$ cat config.mk
export PLATFORM = sky130hd
export DESIGN_NAME = fifo_word_packer
export DESIGN_NICKNAME = d
export VERILOG_FILES = /design/src/rtl/fifo_word_packer.sv
export SDC_FILE = /design/constraint.sdc
export NUM_CORES = 1
export LEC_CHECK = 0
export CORE_MARGIN = 2
export CORE_UTILIZATION = 50
export DETAILED_ROUTE_END_ITERATION = 12
export PLACE_DENSITY_LB_ADDON = 0.25
export SYNTH_ARGS = -nofsm -noshare
export SYNTH_HDL_FRONTEND = slang
export SYNTH_SLANG_ARGS = --single-unit
$ cat constraint.sdc
create_clock -name clk -period 3.1 [get_ports clk]
set_input_delay 0.465 -clock clk [delete_from_list [all_inputs] [get_ports clk]]
set_output_delay 0.465 -clock clk [all_outputs]
set_load 0.01 [all_outputs]
$ cat src/rtl/fifo_word_packer.sv
// Packs DATA_W-wide bytes read from a first-word-fall-through-less fifo into
// LANES-byte output words, with a flush request that emits a partial word.
module fifo_word_packer #(
    parameter int DATA_W = 8,
    parameter int LANES  = 4
) (
    input  logic                         clk,
    input  logic                         rst,
    input  logic                         fifo_empty,
    input  logic [DATA_W-1:0]            fifo_data,
    output logic                         fifo_rd_en,
    input  logic                         flush,
    output logic                         out_valid,
    input  logic                         out_ready,
    output logic [DATA_W*LANES-1:0]      out_data,
    output logic [$clog2(LANES+1)-1:0]   out_bytes
);
    localparam int CW = $clog2(LANES+1);
    localparam int WW = DATA_W*LANES;
    localparam logic [CW:0] L_FULL = (CW+1)'(LANES);

    logic [WW-1:0] r_pack;
    logic [CW-1:0] r_cnt;
    logic          r_rd_pend;
    logic          r_flush_req;
    logic          r_out_valid;
    logic [WW-1:0] r_out_data;
    logic [CW-1:0] r_out_bytes;

    logic [CW:0]   w_cnt_sum;
    logic [WW-1:0] w_pack_upd;
    logic [WW-1:0] w_pack_part;
    logic          w_slot_free;
    logic          w_rd_en;
    logic          w_load_full;
    logic          w_flush_go;
    logic          w_load_part;

    // Counting the in-flight read keeps the pack register from ever overflowing.
    always_comb begin
        w_cnt_sum   = {1'b0, r_cnt} + {{CW{1'b0}}, r_rd_pend};
        w_slot_free = !r_out_valid || out_ready;
        w_rd_en     = !rst && !fifo_empty && !r_flush_req && (w_cnt_sum < L_FULL);
        w_load_full = w_slot_free && (w_cnt_sum == L_FULL);
        w_flush_go  = r_flush_req && !r_rd_pend && w_slot_free;
        w_load_part = w_flush_go && (r_cnt != '0) && !w_load_full;
    end

    // Lanes at or above cnt may hold stale bytes from an earlier word; the
    // partial image zeroes them.
    always_comb begin
        w_pack_upd  = r_pack;
        w_pack_part = '0;
        for (int i = 0; i < LANES; i++) begin
            if (r_rd_pend && (r_cnt == CW'(i)))
                w_pack_upd[i*DATA_W +: DATA_W] = fifo_data;
            if (CW'(i) < r_cnt)
                w_pack_part[i*DATA_W +: DATA_W] = r_pack[i*DATA_W +: DATA_W];
        end
    end

    always_ff @(posedge clk) begin
        r_pack <= w_pack_upd;
    end

    always_ff @(posedge clk) begin
        if (rst) begin
            r_cnt       <= '0;
            r_rd_pend   <= 1'b0;
            r_flush_req <= 1'b0;
            r_out_valid <= 1'b0;
            r_out_data  <= '0;
            r_out_bytes <= '0;
        end else begin
            r_rd_pend <= w_rd_en;
            if (w_flush_go)
                r_flush_req <= 1'b0;
            else if (flush)
                r_flush_req <= 1'b1;

            if (w_load_full) begin
                r_out_valid <= 1'b1;
                r_out_data  <= w_pack_upd;
                r_out_bytes <= L_FULL[CW-1:0];
                r_cnt       <= '0;
            end else if (w_load_part) begin
                r_out_valid <= 1'b1;
                r_out_data  <= w_pack_part;
                r_out_bytes <= r_cnt;
                r_cnt       <= '0;
            end else begin
                r_cnt <= w_cnt_sum[CW-1:0];
                if (r_out_valid && out_ready)
                    r_out_valid <= 1'b0;
            end
        end
    end

    assign fifo_rd_en = w_rd_en;
    assign out_valid  = r_out_valid;
    assign out_data   = r_out_data;
    assign out_bytes  = r_out_bytes;

endmodule

# Yosys cells after proc, flatten, opt, wreduce, memory -nomap -nowiden

Index checks and enable logic that the tools add are counted.
Widths: inputs -> output; s select.

Register bits: 73
Input port bits: 13
Word-level logic and storage cells: 60

$add $sub $neg: 1
Magnitude comparators: 5
Eq/ne operators: 4
Muxes and demuxes: 15
Reduce and logical (&&, ||, !) cells: 27

Operators by type and width:

| cell               | number |
|---|---|
| $mux 32            | 2 |
| $mux 8             | 8 |
| $logic_and 1x1->1  | 13 |
| $eq 3x2->1 const B | 2 |
| $logic_not 1->1    | 6 |
| $lt 1x3->1 const A | 2 |
| $lt 2x3->1 const A | 2 |
| $mux 3             | 2 |
| $reduce_bool 3->1  | 2 |
| $add 3x1->4        | 1 |
| $eq 4x3->1 const B | 1 |
| $lt 4x3->1 const B | 1 |
| $reduce_or 2->1    | 2 |
| $eq 3x1->1 const B | 1 |
| $logic_not 3->1    | 1 |
| $mux 1             | 3 |
| $reduce_or 3->1    | 1 |
| $reduce_bool 2->1  | 1 |
| $logic_or 1x1->1   | 1 |

# Logic depth before layout (Yosys ltp)

Gate-level depths: netlist (run 1).

Word-level depth: 7
Depth in mapped cells: 8
Depth with buffers taken out: 6

# Worst setup path after synthesis (run 1)

OpenSTA, ideal clock, no wires.

Kind: register to register
From: register r_rd_pend
To: register r_out_data[0] (netlist: out_data[0])
Library setup time: 0.137 ns
Arrival: 2.011 ns
Required time: 2.963 ns
Path slack: 0.952 ns
Cell stages (with the launch flop): 9
Path buffers: 2
Clock period less this slack: 2.148 ns
Cells stage by stage: dfxtp_1 ha_1 ha_1 or2_2 or4_4 buf_6 buf_6 nor2_1 a211oi_2

Cells in the longest elaborated chain, start to end: 6
Elaborated cells between the ends (all ways): 13
Those cells by class: add/sub (1); eq/ne (1); mux (2); reduce/logical (9)

Ends and longest elaborated chain:

| item                               | line | source |
|---|---|---|
| start, declared                    | 24   | `logic r_rd_pend;` |
| start signal, assigned             | 75   | `r_rd_pend <= w_rd_en;` |
| $add 3x1->4 (*)                    | 41   | `w_cnt_sum = {1'b0, r_cnt} + {{CW{1'b0}}, r_rd_pend};` |
| named net w_cnt_sum[1]             | 30   | `logic [CW:0] w_cnt_sum;` |
| $eq 4x3->1 (*)                     | 44   | `w_load_full = w_slot_free && (w_cnt_sum == L_FULL);` |
| $logic_and 1x1->1 (*)              | 44   |  |
| $logic_not 1->1                    | 46   | `w_load_part = w_flush_go && (r_cnt != '0) && !w_load_full;` |
| $logic_and 1x1->1                  | 46   |  |
| $reduce_bool 2->1 (no source line) | --   |  |
| end signal, assigned               | 83   | `r_out_data <= w_pack_upd;` |
| end signal, assigned               | 88   | `r_out_data <= w_pack_part;` |
| end, declared                      | 27   | `logic [WW-1:0] r_out_data;` |

The timed path passes the listed nets; every way through them passes the cells marked *.
A chain may end at the register's enable or synchronous reset.

# Worst setup path after layout (run 1)

From: register r_cnt[0]
To: output port fifo_rd_en

Cells in the longest elaborated chain, start to end: 3

Ends and longest elaborated chain:

| item                   | line | source |
|---|---|---|
| start, declared        | 23   | `logic [CW-1:0] r_cnt;` |
| start signal, assigned | 92   | `r_cnt <= w_cnt_sum[CW-1:0];` |
| $add 3x1->4            | 41   |  |
| $lt 4x3->1             | 43   | `w_rd_en = !rst && !fifo_empty && !r_flush_req && (w_cnt_sum < L_FULL);` |
| $logic_and 1x1->1      | 43   |  |
| end, declared          | 11   | `output logic fifo_rd_en,` |

No other way between the ends.

==> results.py, run 1 <==
metrics = {
    "logic_synthesis": {
        "synth-seq-cells": 73,
        "yosysMostFrequentCell": "dfxtp_1",
        "synth_cell_types": 36,
        "synthTopCellsByCount": "73 x dfxtp_1, 33 x nand3_1, 32 x mux2_2",
        "netlist.area_leader.share": 0.477,
        "synth_edf_count": 0,
        "yosysSeqAreaShare": 0.477,
        "ys.flop_type": "dfxtp_1",
        "syn_inst": 297,
        "syn_area_sq_mm": 0.00306,
        "synth_area_leaders": "dfxtp_1 48%, mux2_2 12%, nand3_1 5.4%, a31oi_1 5.3%, o2111ai_1 4.6%",
        "ys_warn_count": 0,
        "yosys.area.top_type": "dfxtp_1",
        "synthArstFlopShare": 0,
        "syn_nets": 312,
        "syn_area_per_cell_sq_um": 10.3,
    },
    "clock_network": {
        "cts_tree": "yes",
        "cts_root_buf": "clkbuf_8",
        "clockBufferDepth": 2,
        "clkLatencyLatePin_ns": 0.35,
        "hold_buffers": 0,
        "cts.sink_count": 73,
        "cts-buffers-inserted": 9,
        "clk_pin_slew_ns": 0.08,
        "cts_setup_buffers": 0,
        "htreeDepth": 3,
        "ctsResizeCount": 0,
    },
    "setup_path": {
        "cpMostUsedCell": "ha_1",
        "timing.rr.start": "r_cnt[0]",
        "path_class": "reg2out",
        "crit_path_end_kind": "output port",
        "cp-start-kind": "register",
        "cp_max_fo": 8,
        "critPathMaxStageDelay_ns": 0.59,
        "cp.required_ns": 2.63,
        "worst_path_max_delay_cell": "clkdlybuf4s50_1",
        "crit_chain": "ha_1 > ha_1 > xnor2_2 > nand2_1 > nor4_1 > clkdlybuf4s50_1",
        "cp_data_arrival_time_ns": 2.48,
        "crit_start": "r_cnt[0]",
    },
    "drt": {
        "drt-pass1-iter-count": 4,
        "drt_drc_violations_left": 0,
        "drtIter0Drc": 161,
        "wl_mm": 7.48,
        "vias_per_cell": 5.91,
        "avgRoutedWirePerCell_um": 17.9,
        "num_vias": 2466,
        "antenna_left": 0,
    },
    "power_and_ir_drop": {
        "switching_share": 0.242,
        "seq_power_share": 0.515,
        "p_leak_nw": 1.36,
        "internal-power_mw": 1.60,
        "p_sw_mw": 0.511,
        "comb_power_share": 0.106,
        "clkPwrFrac": 0.379,
        "total_power_mw": 2.11,
        "p_per_area_mw_per_mm2": 556,
        "vdd_drop_max_mv": 0.283,
    },
    "timing": {
        "rsz0062_at_grt": "no",
        "tightest_slew_ns": 0.911,
        "fmax_mhz": 340,
        "clock_skew_ns": 0.00549,
        "slew_viol_final": 0,
        "final-hold-violation-count": 0,
        "finalSetupViolCount": 0,
        "setup_slack_ns": 0.158,
        "finalCriticalPeriod_ns": 2.94,
        "whs_ns": 0.475,
        "final.setup.tns_ns": 0,
        "finalCritPeriodShare": 0.949,
        "slew_headroom": 0.391,
    },
    "finish": {
        "syn_to_final_growth_pct": 23.8,
        "layout.nets": 353,
        "antenna_cells": 0,
        "layout-drive-gt1-share": 0.205,
        "n_fill_cell": 479,
    },
    "global_route": {
        "grt_pass1_wl_mm": 11.7,
        "grt_busiest_layer": "met2",
        "use_met3": 0.0489,
        "grt_usage": 0.232,
        "use_met1": 0.315,
        "grt_pass1_vias": 2306,
        "grt-ovfl-total": 0,
        "gr-usage-met2": 0.362,
        "antenna_found_initial": 0,
        "grt_max_degree": 43,
    },
    "die": {
        "rows": 28,
        "ios": 50,
        "initial_core_util": 0.517,
        "core-area_sq_mm": 0.00592,
        "fp.dieW_um": 82.3,
        "die_area_sq_mm": 0.00677,
        "dieHeight_um": 82.3,
    },
    "job": {
        "max_cap_violations": 0,
    },
    "hold_path": {
        "hold_class": "reg2reg",
        "min_from": "r_pack[30]",
    },
    "placement": {
        "gp_congestion": 0.759,
        "port_buffers": 49,
        "place_hpwl_mm": 4.71,
        "preCtsSetupSlack_ns": 0.402,
    },
    "status": {
        "status": "finished clean",
    },
}
layout make-up:
| type | count | area, sq um | area share |
|---|---|---|---|
| flip-flops and latches | 73 | 1460 | 0.386 |
| clock buffers | 9 | 124 | 0.0327 |
| repair buffers | 57 | 551 | 0.145 |
| clock inverters | 6 | 83.8 | 0.0221 |
| well taps | 75 | 93.8 | 0.0247 |
| multi-input cells | 197 | 1480 | 0.390 |
stage by stage:
| step | area [sq um] | instances | util |
|---|---|---|---|
| 6_report | 3790 | 417 | 0.641 |
| 5_1_grt | 3790 | 417 | 0.641 |
| 4_1_cts | 3780 | 417 | 0.639 |
| 3_5_place_dp | 3580 | 402 | 0.604 |
| 3_3_place_gp | 3580 | 402 | 0.604 |
| 2_1_floorplan | 3060 | 297 | - |
routing by layer:
metal	vias up	part of all wire
met1	1185	0.45
met2	74	0.48
met3	10	0.053
li1	1197	-
met5	-	0
met4	0	0.014
cells in the final DEF (no fill, tap or decap), types with 2 or more instances in the layout:
master	Yosys	layout
dfxtp_1	73	72
clkdlybuf4s50_1	0	49
nand3_1	33	33
mux2_2	32	32
nand2_1	26	26
a31oi_1	26	26
o2111ai_1	16	16
nor2_1	11	11
mux2i_1	10	10
clkbuf_8	0	9
a211oi_2	8	8
buf_4	0	8
and3_1	4	4
nor3_1	4	4
nor2b_1	3	3
clkinv_2	0	3
nor4bb_1	2	2
nor4_1	2	2
a21oi_1	2	2
ha_1	2	2
bufinv_16	0	2
path summary, 6_finish.rpt:
check / endpoint / slack, ns / cells after the start
worst max-delay path: fifo_rd_en / 0.16 / 6
worst max register to register: out_data[24] / 0.64 / 6
worst min-delay path: out_data[30] / 0.47 / 2
worst min register to register: out_data[30] / 0.47 / 2
power by group through the flow:
| stage | combinational, mW | sequential (mW) | clock, mW |
|---|---|---|---|
| 2_1_floorplan | 0.160 | 1.09 | 0 |
| 3_3_place_gp | 0.216 | 1.10 | 0 |
| 3_5_place_dp | 0.221 | 1.11 | 0 |
| 4_1_cts | 0.222 | 1.09 | 0.804 |
| 5_1_grt | 0.239 | 1.10 | 0.845 |
| 6_report | 0.223 | 1.09 | 0.799 |
flip-flops by register name, indices dropped and copies added (netlist names):
| register | flops |
|---|---|
| r_flush_req | 1 |
| r_cnt | 3 |
| out_valid | 1 |
| r_pack | 32 |
| out_bytes | 3 |
| r_rd_pend | 1 |
| out_data | 32 |
logic make-up after synthesis:
logic type / synth area share
AND/OR/NAND/NOR: 0.167
buffers and inverters: 0.0486
multiplexers: 0.150
adder cells (fa/ha/maj): 0.00817
AO/OA/AOI/OAI: 0.145
XOR/XNOR: 0.00286
flip-flops: 0.477
critical path: cells and delay by family (launching register included):
| family | cells | cell delay, ns |
|---|---|---|
| adder cells (fa/ha/maj) | 2 | 0.53 |
| flip-flops | 1 | 0.38 |
| AND/OR/NAND/NOR | 2 | 0.30 |
| buffers and inverters | 1 | 0.59 |
| XOR/XNOR | 1 | 0.32 |
No activity file was read; power rests on OpenSTA's default activity.
==> run 2, diff against run 1 <==
--- a/config.mk
+++ b/config.mk
@@ -9,6 +9,7 @@
 export CORE_UTILIZATION = 50
 export DETAILED_ROUTE_END_ITERATION = 12
 export PLACE_DENSITY_LB_ADDON = 0.25
+export SKIP_LAST_GASP = 1
 export SYNTH_ARGS = -nofsm -noshare
 export SYNTH_HDL_FRONTEND = slang
 export SYNTH_SLANG_ARGS = --single-unit
==> results of run 2 <==
Final layout, timing and power as in run 1 (identical DEF).
